`config.mk`:
```
export PLATFORM = sky130hd
export DESIGN_NAME = uart_boot_framer
export DESIGN_NICKNAME = d
export VERILOG_FILES = /design/src/rtl/boot_pkg.sv /design/src/rtl/uart_boot_framer_word_assembler.sv /design/src/rtl/uart_boot_framer.sv
export SDC_FILE = /design/constraint.sdc
export NUM_CORES = 1
export LEC_CHECK = 0
export ABC_AREA = 1
export BUFFER_PORTS_ARGS = -buffer_cell sky130_fd_sc_hd__buf_2
export CAP_MARGIN = 20
export CORE_ASPECT_RATIO = 0.6
export CORE_MARGIN = 2
export CORE_UTILIZATION = 40
export DETAILED_ROUTE_END_ITERATION = 6
export PLACE_DENSITY = 0.59
export SYNTH_ARGS = -nofsm -noshare
export SYNTH_HDL_FRONTEND = slang
export SYNTH_SLANG_ARGS = --single-unit
```
`constraint.sdc`:
```
create_clock -name clk_i -period 2 [get_ports clk_i]
set_input_delay 0.5 -clock clk_i [delete_from_list [all_inputs] [get_ports clk_i]]
set_output_delay 0.5 -clock clk_i [all_outputs]
set_load 0.01 [all_outputs]
```
`src/rtl/boot_pkg.sv`:
```
// Shared types and frame-field constants for the UART boot framer.
package boot_pkg;

    typedef enum logic [2:0] {
        ST_IDLE,
        ST_SYNC,
        ST_LEN0,
        ST_LEN1,
        ST_DATA,
        ST_CSUM,
        ST_DONE,
        ST_ERR
    } boot_state_e;

    localparam logic [7:0] SYNC_BYTE = 8'hA5;
    localparam int         BYTE_W    = 8;
    localparam int         LEN_W     = 16;
    localparam int         WORD_W    = 32;
    localparam int         LANE_W    = 2;

endpackage

```
`src/rtl/uart_boot_framer_word_assembler.sv`:
```
// Packs payload bytes LSB-first into 32-bit words; word_valid_o fires combinationally with the 4th byte.
module boot_word_assembler
    import boot_pkg::*;
(
    input  logic              clk_i,
    input  logic              rst_i,
    input  logic              clear_i,
    input  logic              byte_valid_i,
    input  logic [BYTE_W-1:0] byte_i,
    output logic              word_valid_o,
    output logic [WORD_W-1:0] word_o
);

    logic [LANE_W-1:0]        lane_q;
    logic [WORD_W-BYTE_W-1:0] shreg_q;

    assign word_valid_o = byte_valid_i && (lane_q == 2'd3);
    assign word_o       = {byte_i, shreg_q};

    always_ff @(posedge clk_i) begin
        if (rst_i || clear_i) begin
            lane_q  <= '0;
            shreg_q <= '0;
        end else if (byte_valid_i) begin
            lane_q  <= lane_q + 2'd1;
            shreg_q <= {byte_i, shreg_q[WORD_W-BYTE_W-1:BYTE_W]};
        end
    end

endmodule

```
`src/rtl/uart_boot_framer.sv`:
```
// Sync/length/payload/XOR-checksum program loader feeding the ICCM while holding the core in reset.
// Optional inter-byte timeout: define UART_BOOT_FRAMER_TIMEOUT_EN.
//
//   state | meaning
//   IDLE  | no load requested, bytes ignored
//   SYNC  | hunting for the sync byte
//   LEN0  | expecting len[7:0]
//   LEN1  | expecting len[15:8], range-checked
//   DATA  | assembling and writing payload words
//   CSUM  | expecting checksum byte
//   DONE  | frame verified, core released
//   ERR   | load failed, core held until next request
module uart_boot_framer
    import boot_pkg::*;
#(
    parameter int          AddrWidth     = 12,
    parameter int          MaxWords      = 1024,
    parameter logic [7:0]  SyncByte      = SYNC_BYTE,
    parameter int          TimeoutCycles = 100000
) (
    input  logic                 clk_i,
    input  logic                 rst_i,
    input  logic                 prog_i,
    input  logic                 rx_dv_i,
    input  logic [BYTE_W-1:0]    rx_byte_i,
    output logic                 we_o,
    output logic [AddrWidth-1:0] addr_o,
    output logic [WORD_W-1:0]    wdata_o,
    output logic                 core_rst_o,
    output logic                 done_o,
    output logic                 err_o
);

    localparam logic [LEN_W-1:0] MAX_LEN   = LEN_W'(MaxWords);
    localparam logic [31:0]      TO_RELOAD = 32'(TimeoutCycles - 1);

    boot_state_e state_q, state_d;

    logic              prog_q;
    logic              restart;
    logic              byte_ok;
    logic [BYTE_W-1:0] len_lo_q;
    logic [LEN_W-1:0]  len_q;
    logic [LEN_W-1:0]  len_full;
    logic [LEN_W-1:0]  word_idx_q;
    logic [BYTE_W-1:0] csum_q;
    logic              asm_valid;
    logic              word_valid;
    logic [WORD_W-1:0] word;
    logic              last_word;
    logic              timeout;

    // A restart in the same cycle as a byte drops that byte.
    assign restart   = prog_i && !prog_q;
    assign byte_ok   = rx_dv_i && !restart;
    assign len_full  = {rx_byte_i, len_lo_q};
    assign asm_valid = byte_ok && (state_q == ST_DATA);
    assign last_word = word_valid && (word_idx_q == (len_q - 16'd1));

    boot_word_assembler u_asm (
        .clk_i        (clk_i),
        .rst_i        (rst_i),
        .clear_i      (restart),
        .byte_valid_i (asm_valid),
        .byte_i       (rx_byte_i),
        .word_valid_o (word_valid),
        .word_o       (word)
    );

`ifdef UART_BOOT_FRAMER_TIMEOUT_EN
    logic [31:0] to_cnt_q;
    logic        active;

    assign active  = state_q inside {ST_LEN0, ST_LEN1, ST_DATA, ST_CSUM};
    assign timeout = active && !rx_dv_i && (to_cnt_q == '0);

    always_ff @(posedge clk_i) begin
        if (rst_i || rx_dv_i || !active) begin
            to_cnt_q <= TO_RELOAD;
        end else if (to_cnt_q != '0) begin
            to_cnt_q <= to_cnt_q - 32'd1;
        end
    end
`else
    logic unused_to;
    assign unused_to = ^TO_RELOAD;
    assign timeout   = 1'b0;
`endif

    always_comb begin
        state_d = state_q;
        if (restart) begin
            state_d = ST_SYNC;
        end else if (timeout) begin
            state_d = ST_ERR;
        end else if (byte_ok) begin
            case (state_q)
                ST_SYNC: if (rx_byte_i == SyncByte) state_d = ST_LEN0;
                ST_LEN0: state_d = ST_LEN1;
                ST_LEN1: begin
                    if (len_full == '0 || len_full > MAX_LEN) state_d = ST_ERR;
                    else                                       state_d = ST_DATA;
                end
                ST_DATA: if (last_word) state_d = ST_CSUM;
                ST_CSUM: state_d = (rx_byte_i == csum_q) ? ST_DONE : ST_ERR;
                default: state_d = state_q;
            endcase
        end
    end

    always_ff @(posedge clk_i) begin
        if (rst_i) begin
            state_q    <= ST_IDLE;
            prog_q     <= 1'b0;
            len_lo_q   <= '0;
            len_q      <= '0;
            word_idx_q <= '0;
            csum_q     <= '0;
            we_o       <= 1'b0;
            addr_o     <= '0;
            wdata_o    <= '0;
            core_rst_o <= 1'b0;
            done_o     <= 1'b0;
            err_o      <= 1'b0;
        end else begin
            prog_q  <= prog_i;
            state_q <= state_d;
            we_o    <= 1'b0;
            if (restart) begin
                core_rst_o <= 1'b1;
                done_o     <= 1'b0;
                err_o      <= 1'b0;
                word_idx_q <= '0;
                csum_q     <= '0;
                len_lo_q   <= '0;
                len_q      <= '0;
            end else begin
                if (byte_ok) begin
                    case (state_q)
                        ST_LEN0: begin
                            len_lo_q <= rx_byte_i;
                            csum_q   <= csum_q ^ rx_byte_i;
                        end
                        ST_LEN1: begin
                            len_q  <= len_full;
                            csum_q <= csum_q ^ rx_byte_i;
                        end
                        ST_DATA: begin
                            csum_q <= csum_q ^ rx_byte_i;
                            if (word_valid) begin
                                we_o       <= 1'b1;
                                addr_o     <= AddrWidth'(word_idx_q);
                                wdata_o    <= word;
                                word_idx_q <= word_idx_q + 16'd1;
                            end
                        end
                        default: ;
                    endcase
                end
                // Only the checksum-verified transition releases the core.
                if (state_d == ST_DONE) begin
                    core_rst_o <= 1'b0;
                    done_o     <= 1'b1;
                end
                if (state_d == ST_ERR) err_o <= 1'b1;
            end
        end
    end

endmodule

```
==> results.json, run 1 <==
{
  "clock_path_buffers": 2,
  "core_area_um2": 13000,
  "yosys_warnings": 0,
  "antenna_found_initial": 0,
  "fin_ws_ns": 0.133,
  "seq_area_frac_synth": 0.468,
  "synth-edff-count": 0,
  "fp-row-count": 32,
  "clk_latency_ns": 0.42,
  "syn_inst": 747,
  "intPower_mw": 4.50,
  "peakVddDrop_mv": 0.516,
  "synth_fp_nets": 762,
  "worstPathMaxFanout": 19,
  "rsz0062_at_grt": "yes",
  "worst_pin_slew_ns": 0.432,
  "end_kind": "flop",
  "timing.slew.headroom": 0.709,
  "dr.pass1.iters": 5,
  "synth_top_area_frac": 0.468,
  "reg2reg_from": "prog_q",
  "syn2layout_area_growth_pct": 26.9,
  "synth-seq-cells": 126,
  "power_mw": 5.98,
  "fp.dieH_um": 93.9,
  "p_comb_frac": 0.050,
  "outcome": "finished, final reports clean",
  "vias": 5197,
  "fin_skew_ns": 0.00522,
  "initial_utilization": 0.414,
  "io_buffers": 59,
  "dp.final_hpwl_mm": 11.0,
  "numClockSinks": 126,
  "synth_cell_types": 33,
  "avgSynthCellArea_um2": 7.21,
  "dp_slack_ns": -0.104,
  "fin_util": 0.525,
  "grt_pass1_wl_mm": 24.8,
  "rrSetupSlack_ns": 0.13,
  "synth_top_cell_by_area": "dfxtp_1",
  "period_share": 0.933,
  "clockPowerShare": 0.525,
  "numCtsBuffers": 17,
  "finalInstanceArea_um2": 6840,
  "critical_path_arrival_ns": 2.15,
  "hold_path_depth": 3,
  "leakagePower_nw": 2.99,
  "wirelength_mm": 15.2,
  "hold_ws_ns": 0.324,
  "grt_max_degree": 52,
  "hp-start": "prog_i",
  "power.density_nw_per_um2": 874,
  "grt_usage": 0.222,
  "grt-ovfl-total": 0,
  "clkTransAtPathRegs_ns": 0.06,
  "ys_top_cells_by_count": "nor2_1 (146), nand2_1 (128), dfxtp_1 (126)",
  "postPlaceCellArea_um2": 6100,
  "rr_worst_depth": 9,
  "fin_crit_ns": 1.87,
  "antenna_cells": 0,
  "fmax_ghz": 0.536,
  "swShare": 0.247,
  "setup_violations": 0,
  "drtIter0Drc": 357,
  "drv_slew": 0,
  "drc": 0,
  "cp_data_required_time_ns": 2.28,
  "synthTopCellsByArea": "dfxtp_1 (47%), nor2_1 (10%), nand2_1 (8.9%), o21ai_0 (8.6%), a21oi_1 (6.9%)",
  "nets": 848,
  "wl_per_cell_um": 15.0,
  "cts_tree": "yes",
  "dieArea_um2": 14400,
  "root_buffer": "clkbuf_16",
  "reg2reg_to": "len_q[0]",
  "via_per_inst": 5.12,
  "min_to": "prog_q",
  "pin_count": 60,
  "drv_cap": 0,
  "drtAntennaViolNets": 0,
  "power.switching_mw": 1.48,
  "ys.flop_type": "dfxtp_1",
  "worst_hold_path_type": "in -> reg",
  "finalHoldViolCount": 0,
  "cp-start-kind": "flop",
  "netlist_area_um2": 5390,
  "die_w_um": 154,
  "p_seq_frac": 0.424,
  "layout-drive-gt1-share": 0.217,
  "yosysMostFrequentCell": "nor2_1",
  "cts-hold-fix-buffers": 0,
  "crit_type": "reg -> reg",
  "fill_cells": 1236,
  "cts_max_level": 4,
  "place_congestion": 0.917,
  "first_global_vias": 4818,
  "synthArstFlopShare": 0
}
[logic make-up (layout without fill, tap and decap cells)]
group           count (synthesis)  count (layout)  share of synthesized area
flops                         126             126                      0.468
compound gates                176             176                      0.168
xor+xnor                       20              20                     0.0325
simple gates                  326             326                      0.256
buf+inv                        96             195                     0.0685
fa+ha+maj                       3               3                    0.00697
[registers in the layout, summed over array words and instances (netlist names)]
register       flops
prog_q             1
len_q             16
u_asm.shreg_q     24
we_o               1
done_o             1
addr_o            12
u_asm.lane_q       2
len_lo_q           8
wdata_o           32
word_idx_q        16
err_o              1
csum_q             8
core_rst_o         1
state_q            3
[power by group through the flow]
stage | logic (mW) | clock network (mW) | registers, mW
global placement | 0.277 | 0 | 2.59
floorplan | 0.167 | 0 | 2.59
global route | 0.335 | 3.31 | 2.54
detailed placement | 0.285 | 0 | 2.59
finish | 0.301 | 3.14 | 2.54
CTS | 0.287 | 3.18 | 2.54
[metrics by stage]
| step | TNS (ns) | cells |
|---|---|---|
| after floorplan | 0 | 747 |
| after global placement | -0.305 | 980 |
| after detailed placement | -0.403 | 980 |
| after CTS | 0 | 1012 |
| after global routing | -0.0227 | 1016 |
| final | 0 | 1016 |
[area by class of cell]
cell class              instances  area [um2]  area share
flip-flops and latches        126        2530       0.370
inverters                      63         236      0.0346
clock buffers                  17         425      0.0622
multi-input cells             525        2590       0.379
clock inverters                15         171      0.0251
repair buffers                100         666      0.0973
well taps                     170         213      0.0311
[worst max path at each step]
stage | to | slack, ns | from
floorplan | word_idx_q[15] | 0.16 | prog_i
global placement | len_q[0] | -0.11 | prog_i
detailed placement | len_q[0] | -0.10 | rx_dv_i
CTS | core_rst_o | 0.01 | len_q[2]
global route | word_idx_q[12] | -0.02 | state_q[1]
finish | len_q[0] | 0.13 | prog_q
[metal layers]
metal / track usage / wire, um
met3: 0.0544 / 1100
met5: 0 / 0
met2: 0.309 / 5860
met4: 0.0607 / 165
met1: 0.337 / 8130
[placed cells by master (no fill, tap or decap), types with 3 or more instances in the layout]
| cell type | synthesis | routed |
|---|---|---|
| nand2_1 | 128 | 121 |
| nor2_2 | 2 | 11 |
| dfxtp_1 | 126 | 120 |
| a21oi_1 | 74 | 73 |
| nand2_2 | 4 | 10 |
| a211oi_1 | 6 | 6 |
| dfxtp_2 | 0 | 5 |
| nor2_1 | 146 | 133 |
| o21ai_0 | 93 | 92 |
| xor2_1 | 7 | 7 |
| inv_1 | 58 | 54 |
| inv_6 | 0 | 8 |
| clkbuf_16 | 0 | 17 |
| nor3_1 | 7 | 6 |
| inv_2 | 3 | 7 |
| buf_2 | 1 | 59 |
| xnor2_1 | 13 | 13 |
| nor2_4 | 4 | 8 |
| nand3_1 | 21 | 21 |
| buf_4 | 2 | 36 |
| buf_12 | 0 | 5 |
| nand4_1 | 6 | 6 |
| clkinv_4 | 0 | 3 |
[timing repair]
item | CTS | global route
pin swaps | 0 | 8
gates resized for setup | 2 | 36
endpoints found under the setup margin | 1 | 8
buffers inserted | 0 | 4
[worst max-delay path: stages, from the launching register on]
cell and delay (ns):
dfxtp_1 0.31, inv_1 0.06, a21oi_2 0.21, buf_4 0.16
nand3_1 0.09, nor2_1 0.22, clkinv_1 0.16, buf_12 0.18
o21ai_0 0.28, a21oi_1 0.08
(Power assumes the default switching activity.)
==> inputs of run 2 (changes only) <==
ABC_AREA = not set   (was 1)
==> run 2 against run 1 <==
Compared with the run above: the run now ends with negative setup slack left; combinational power shrank 37%; routed wire length shrank 4.6%; clock power shrank 3%; design area grew 0.40%; global-route usage shrank 1.4 points; setup slack lost 0.41 ns; register-to-register slack lost 0.41 ns; clock skew grew 0.0046 ns.
==> results.json, run 2 <==
{
  "power.density_nw_per_um2": 841,
  "intPower_mw": 4.49,
  "rsz0062_at_grt": "yes",
  "outcome": "finished with violations",
  "grt_usage": 0.208,
  "violations": "negative setup slack",
  "netlist_area_um2": 5400,
  "pin_count": 60,
  "clkTransAtPathRegs_ns": 0.05,
  "drv_cap": 0,
  "final_cell_mix": "nand2_1 (197), dfxtp_1 (124), a21oi_1 (95)",
  "end_kind": "flop",
  "fill_cells": 1233,
  "multi_input_area_um2": 2670,
  "fp-row-count": 32,
  "synth_cell_types": 49,
  "final_common_cell": "nand2_1",
  "period_share": 1.14,
  "leakagePower_nw": 2.64,
  "finalHoldViolCount": 0,
  "critPathCapture": "state_q[0]",
  "syn_inst": 683,
  "avgSynthCellArea_um2": 7.90,
  "vias": 4889,
  "numClockSinks": 126,
  "antenna_cells": 0,
  "worst_pin_slew_ns": 0.521,
  "postPlaceCellArea_um2": 6250,
  "swShare": 0.223,
  "fp.dieH_um": 94.0,
  "yosysMostFrequentCell": "nand2_1",
  "final_cells": 957,
  "grt_pass1_wl_mm": 23.3,
  "root_buffer": "clkbuf_16",
  "wl_per_cell_um": 15.2,
  "crit_start": "len_q[6]",
  "cp_data_required_time_ns": 2.34,
  "timing.slew.headroom": 0.653,
  "cp-start-kind": "flop",
  "place_congestion": 0.939,
  "synth_fp_nets": 698,
  "synth-edff-count": 0,
  "io_buffers": 59,
  "reg2reg_from": "len_q[6]",
  "drtAntennaViolNets": 0,
  "first_global_vias": 4387,
  "core_area_um2": 13000,
  "cts_tree": "yes",
  "dr.pass1.iters": 5,
  "synthTopCellsByArea": "dfxtp_1 (47%), nand2_1 (14%), a21oi_1 (8.8%), xnor2_1 (4.2%), xor2_1 (3.6%)",
  "layout-drive-gt1-share": 0.221,
  "critical_path_arrival_ns": 2.61,
  "finalInstanceArea_um2": 6870,
  "clockPowerShare": 0.530,
  "synthArstFlopShare": 0,
  "p_seq_frac": 0.437,
  "fin_skew_ns": 0.00984,
  "drc": 0,
  "via_per_inst": 5.11,
  "p_comb_frac": 0.033,
  "placed_cells": 924,
  "fin_crit_ns": 2.27,
  "rrSetupSlack_ns": -0.27,
  "dp.final_hpwl_mm": 10.8,
  "fin_ws_ns": -0.273,
  "worst_hold_path_type": "in -> reg",
  "largest_reg_flops": 32,
  "worstPathMaxFanout": 2,
  "die_w_um": 154,
  "drv_slew": 0,
  "setup_violations": 5,
  "yosys_warnings": 0,
  "antenna_found_initial": 0,
  "ys.flop_type": "dfxtp_1",
  "synth-seq-cells": 126,
  "power.switching_mw": 1.29,
  "drtIter0Drc": 385,
  "grt_max_degree": 48,
  "cts_max_level": 4,
  "dp_slack_ns": -0.376,
  "seq_area_frac_synth": 0.467,
  "synth_top_area_frac": 0.467,
  "clk_latency_ns": 0.41,
  "reg_top3": "wdata_o x32, u_asm.shreg_q x24",
  "initial_utilization": 0.415,
  "ys_top_cells_by_count": "nand2_1 (197), dfxtp_1 (126), a21oi_1 (95)",
  "crit_type": "reg -> reg",
  "nets": 790,
  "rr_worst_depth": 6,
  "peakVddDrop_mv": 0.653,
  "syn2layout_area_growth_pct": 27.2,
  "clock_path_buffers": 2,
  "grt-ovfl-total": 0,
  "fmax_ghz": 0.440,
  "numCtsBuffers": 17,
  "seq_area_um2": 2520,
  "wirelength_mm": 14.5,
  "reg2reg_to": "state_q[0]",
  "synth_top_cell_by_area": "dfxtp_1",
  "dieArea_um2": 14500,
  "regMostFlops": "wdata_o"
}
==> run 2: critical path, cell delays in order, from the launching register on <==
cell and delay [ns]:
dfxtp_2 0.32, or4_4 0.54, nor4_4 0.23, or4b_4 0.50
a2111oi_4 0.29, nand4_1 0.16, a21oi_1 0.17
==> run 2: worst min-delay path by stage <==
stage	to	slack, ns	cells past startpoint	from
finish	prog_q	0.34	2	prog_i
global route	prog_q	0.35	2	prog_i
CTS	prog_q	0.33	2	prog_i
detailed placement	wdata_o[27]	0.45	2	wdata_o[27]
global placement	wdata_o[1]	0.44	2	wdata_o[1]
floorplan	wdata_o[0]	0.43	2	u_asm.shreg_q[0]
==> run 2: routing by layer <==
layer / global-route usage / share of wire / routed length, um
met3: 0.0397 / 0.066 / 965
met4: 0.0607 / 0.0080 / 116
met5: 0 / 0 / 0
met1: 0.347 / 0.56 / 8120
met2: 0.254 / 0.37 / 5350
==> run 2: layout make-up <==
| type | count | area share |
|---|---|---|
| clock inverter | 12 | 0.0199 |
| inverter | 10 | 0.00547 |
| timing repair buffer | 126 | 0.122 |
| multi-input combinational | 494 | 0.388 |
| clock buffer | 19 | 0.0660 |
| sequential | 126 | 0.368 |
| tap | 170 | 0.0310 |
==> run 2: through the flow <==
| step | util | hold slack, ns | power (mW) | TNS [ns] |
|---|---|---|---|---|
| after global routing | 0.528 | 0.355 | 5.93 | -1.44 |
| after detailed placement | 0.481 | 0.447 | 2.76 | -1.60 |
| after CTS | 0.527 | 0.331 | 5.81 | -0.738 |
| after floorplan | - | 0.432 | 2.68 | -1.16 |
| after global placement | 0.481 | 0.440 | 2.76 | -1.34 |
| final | 0.528 | 0.340 | 5.77 | -0.777 |
==> run 2: timing repair <==
item | in CTS | in global routing
hold buffers | 0 | 0
pin swaps | 1 | 2
endpoints found under the setup margin | 4 | 13
buffers inserted | 1 | 1
resized for setup | 1 | 3
==> run 2: cell families after synthesis <==
kind of cell | Yosys count | synth area share
and+or+nand+nor | 305 | 0.248
AOI/OAI and AO/OA | 129 | 0.134
DFF | 126 | 0.467
buffers and inverters | 63 | 0.0482
xor gates and xnor gates | 48 | 0.0779
muxes | 9 | 0.0167
adders and majority gates | 3 | 0.00696
==> run 2: power groups by stage <==
stage | sequential (mW) | combinational (mW) | clock (mW)
4_1_cts | 2.52 | 0.188 | 3.10
3_3_place_gp | 2.58 | 0.184 | 0
5_1_grt | 2.52 | 0.207 | 3.21
2_1_floorplan | 2.57 | 0.104 | 0
6_report | 2.52 | 0.190 | 3.06
3_5_place_dp | 2.58 | 0.187 | 0
==> inputs of run 3 (changes only) <==
CELL_PAD_IN_SITES_DETAIL_PLACEMENT = 1   (was not set)
CELL_PAD_IN_SITES_GLOBAL_PLACEMENT = 2   (was not set)
CORE_UTILIZATION = 37   (was 40)
PLACE_DENSITY = 0.85   (was 0.59)
clock period = 2.7 ns   (was 2 ns; I/O delays follow)
==> run 3 against run 2 <==
Compared with the run above: the run now ends clean; sequential power fell by 26%; combinational power fell by 36%; fmax down 12%; utilization fell by 7.8 points; setup slack better by 0.40 ns; via count down 3.3%; die area rose by 7.8%; global-route usage grew 0.24 points; flip-flop and latch count is the same; design area decreased by 5.8%; critical path type unchanged; critical endpoint unchanged; highest routed layer unchanged.
==> results.json, run 3 (synthesized netlist as in run 2, its figures left out) <==
{
  "peakVddDrop_mv": 0.387,
  "initial_utilization": 0.375,
  "setup_violations": 0,
  "worst_pin_slew_ns": 0.706,
  "io_buffers": 59,
  "finalHoldViolCount": 0,
  "drtIter0Drc": 202,
  "via_per_inst": 5.05,
  "fp-row-count": 34,
  "worst_hold_path_type": "reg -> reg",
  "numCtsBuffers": 17,
  "core_area_um2": 14400,
  "fin_skew_ns": 0.00982,
  "fin_crit_ns": 2.57,
  "fmax_ghz": 0.388,
  "wirelength_mm": 15.6,
  "cp-start-kind": "flop",
  "clk_latency_ns": 0.42,
  "dp_slack_ns": -0.0584,
  "drtAntennaViolNets": 0,
  "place_congestion": 0.814,
  "dp.final_hpwl_mm": 10.8,
  "fin_util": 0.450,
  "grt_usage": 0.210,
  "antenna_found_initial": 0,
  "cts-hold-fix-buffers": 0,
  "grt_max_degree": 49,
  "drc": 0,
  "period_share": 0.953,
  "worstPathMaxFanout": 9,
  "clkTransAtPathRegs_ns": 0.06,
  "drv_slew": 0,
  "cp_data_required_time_ns": 3.04,
  "outcome": "finished, final reports clean",
  "rsz0062_at_grt": "no",
  "cts_max_level": 4,
  "fill_cells": 1747,
  "cts_tree": "yes",
  "critical_path_arrival_ns": 2.92,
  "clock_path_buffers": 2,
  "layout-drive-gt1-share": 0.159,
  "leakagePower_nw": 2.39,
  "die_w_um": 160,
  "nets": 740,
  "grt-ovfl-total": 0,
  "power.density_nw_per_um2": 667,
  "end_kind": "flop",
  "vias": 4727,
  "final_common_cell": "nand2_1",
  "reg_top3": "wdata_o x32, u_asm.shreg_q x24",
  "regMostFlops": "wdata_o",
  "largest_reg_flops": 32,
  "fp.dieH_um": 97.5,
  "timing.slew.headroom": 0.528,
  "dieArea_um2": 15600,
  "syn2layout_area_growth_pct": 19.8,
  "root_buffer": "clkbuf_16",
  "antenna_cells": 0,
  "crit_type": "reg -> reg",
  "wl_per_cell_um": 16.6,
  "final_cell_mix": "nand2_1 (197), dfxtp_1 (125), a21oi_1 (95)",
  "dr.pass1.iters": 4,
  "numClockSinks": 126,
  "pin_count": 60,
  "fin_ws_ns": 0.126,
  "grt_pass1_wl_mm": 25.9,
  "first_global_vias": 4708,
  "drv_cap": 0
}
[run 3: where the power goes]
group / switching [mW] / total, mW / leakage [nW] / internal [mW]
Sequential: 0.00694 / 1.87 / 1.02 / 1.86
Combinational: 0.0834 / 0.121 / 1.09 / 0.0373
Clock: 0.922 / 2.32 / 0.285 / 1.40
[run 3: final timing paths]
kind	startpoint	slack, ns	endpoint	cells after the start
worst min-delay path	wdata_o[15]	0.45	wdata_o[15]	2
worst max register to register	len_q[2]	0.13	state_q[0]	6
worst min register to register	wdata_o[15]	0.45	wdata_o[15]	2
worst max-delay path	len_q[2]	0.13	state_q[0]	6
[run 3: area by class of cell]
cell class                      instances  area, um2  share of cell area
Clock buffer                           18        439              0.0679
Tap cell                              198        248              0.0383
Sequential cell                       126       2520               0.390
Clock inverter                         14        160              0.0248
Multi-Input combinational cell        494       2620               0.405
Timing Repair Buffer                   76        435              0.0674
Inverter                               10       37.5             0.00581
[run 3: worst max-delay path: stages, from the launching register on]
cell and delay, ns:
dfxtp_1 0.39, or4_4 0.63, nor4_4 0.27, or4b_1 0.48, a2111oi_2 0.39, nand4_1 0.18, a21oi_1 0.16
[run 3: repair_timing]
| action | 4_1_cts | 5_1_grt |
|---|---|---|
| resized for setup | 0 | 1 |
| setup endpoints to repair | 0 | 2 |
| setup buffers | 0 | 0 |
[run 3: metrics by stage]
step	area, um2	setup TNS [ns]	instances	hold WS (ns)	power (mW)
finish	6460	0	936	0.451	4.31
CTS	6460	0	936	0.454	4.36
global placement	5860	-0.000161	904	0.441	2.03
detailed placement	5860	-0.0955	904	0.445	2.03
floorplan	5400	0	683	0.432	1.98
global route	6460	0	936	0.473	4.45
[run 3: layer usage]
| layer | vias up | part of all wire | GRT usage |
|---|---|---|---|
| li1 | 2353 | - | - |
| met5 | - | 0 | 0 |
| met4 | 0 | 0.0098 | 0.0582 |
| met2 | 90 | 0.42 | 0.305 |
| met1 | 2267 | 0.53 | 0.311 |
| met3 | 17 | 0.043 | 0.0469 |
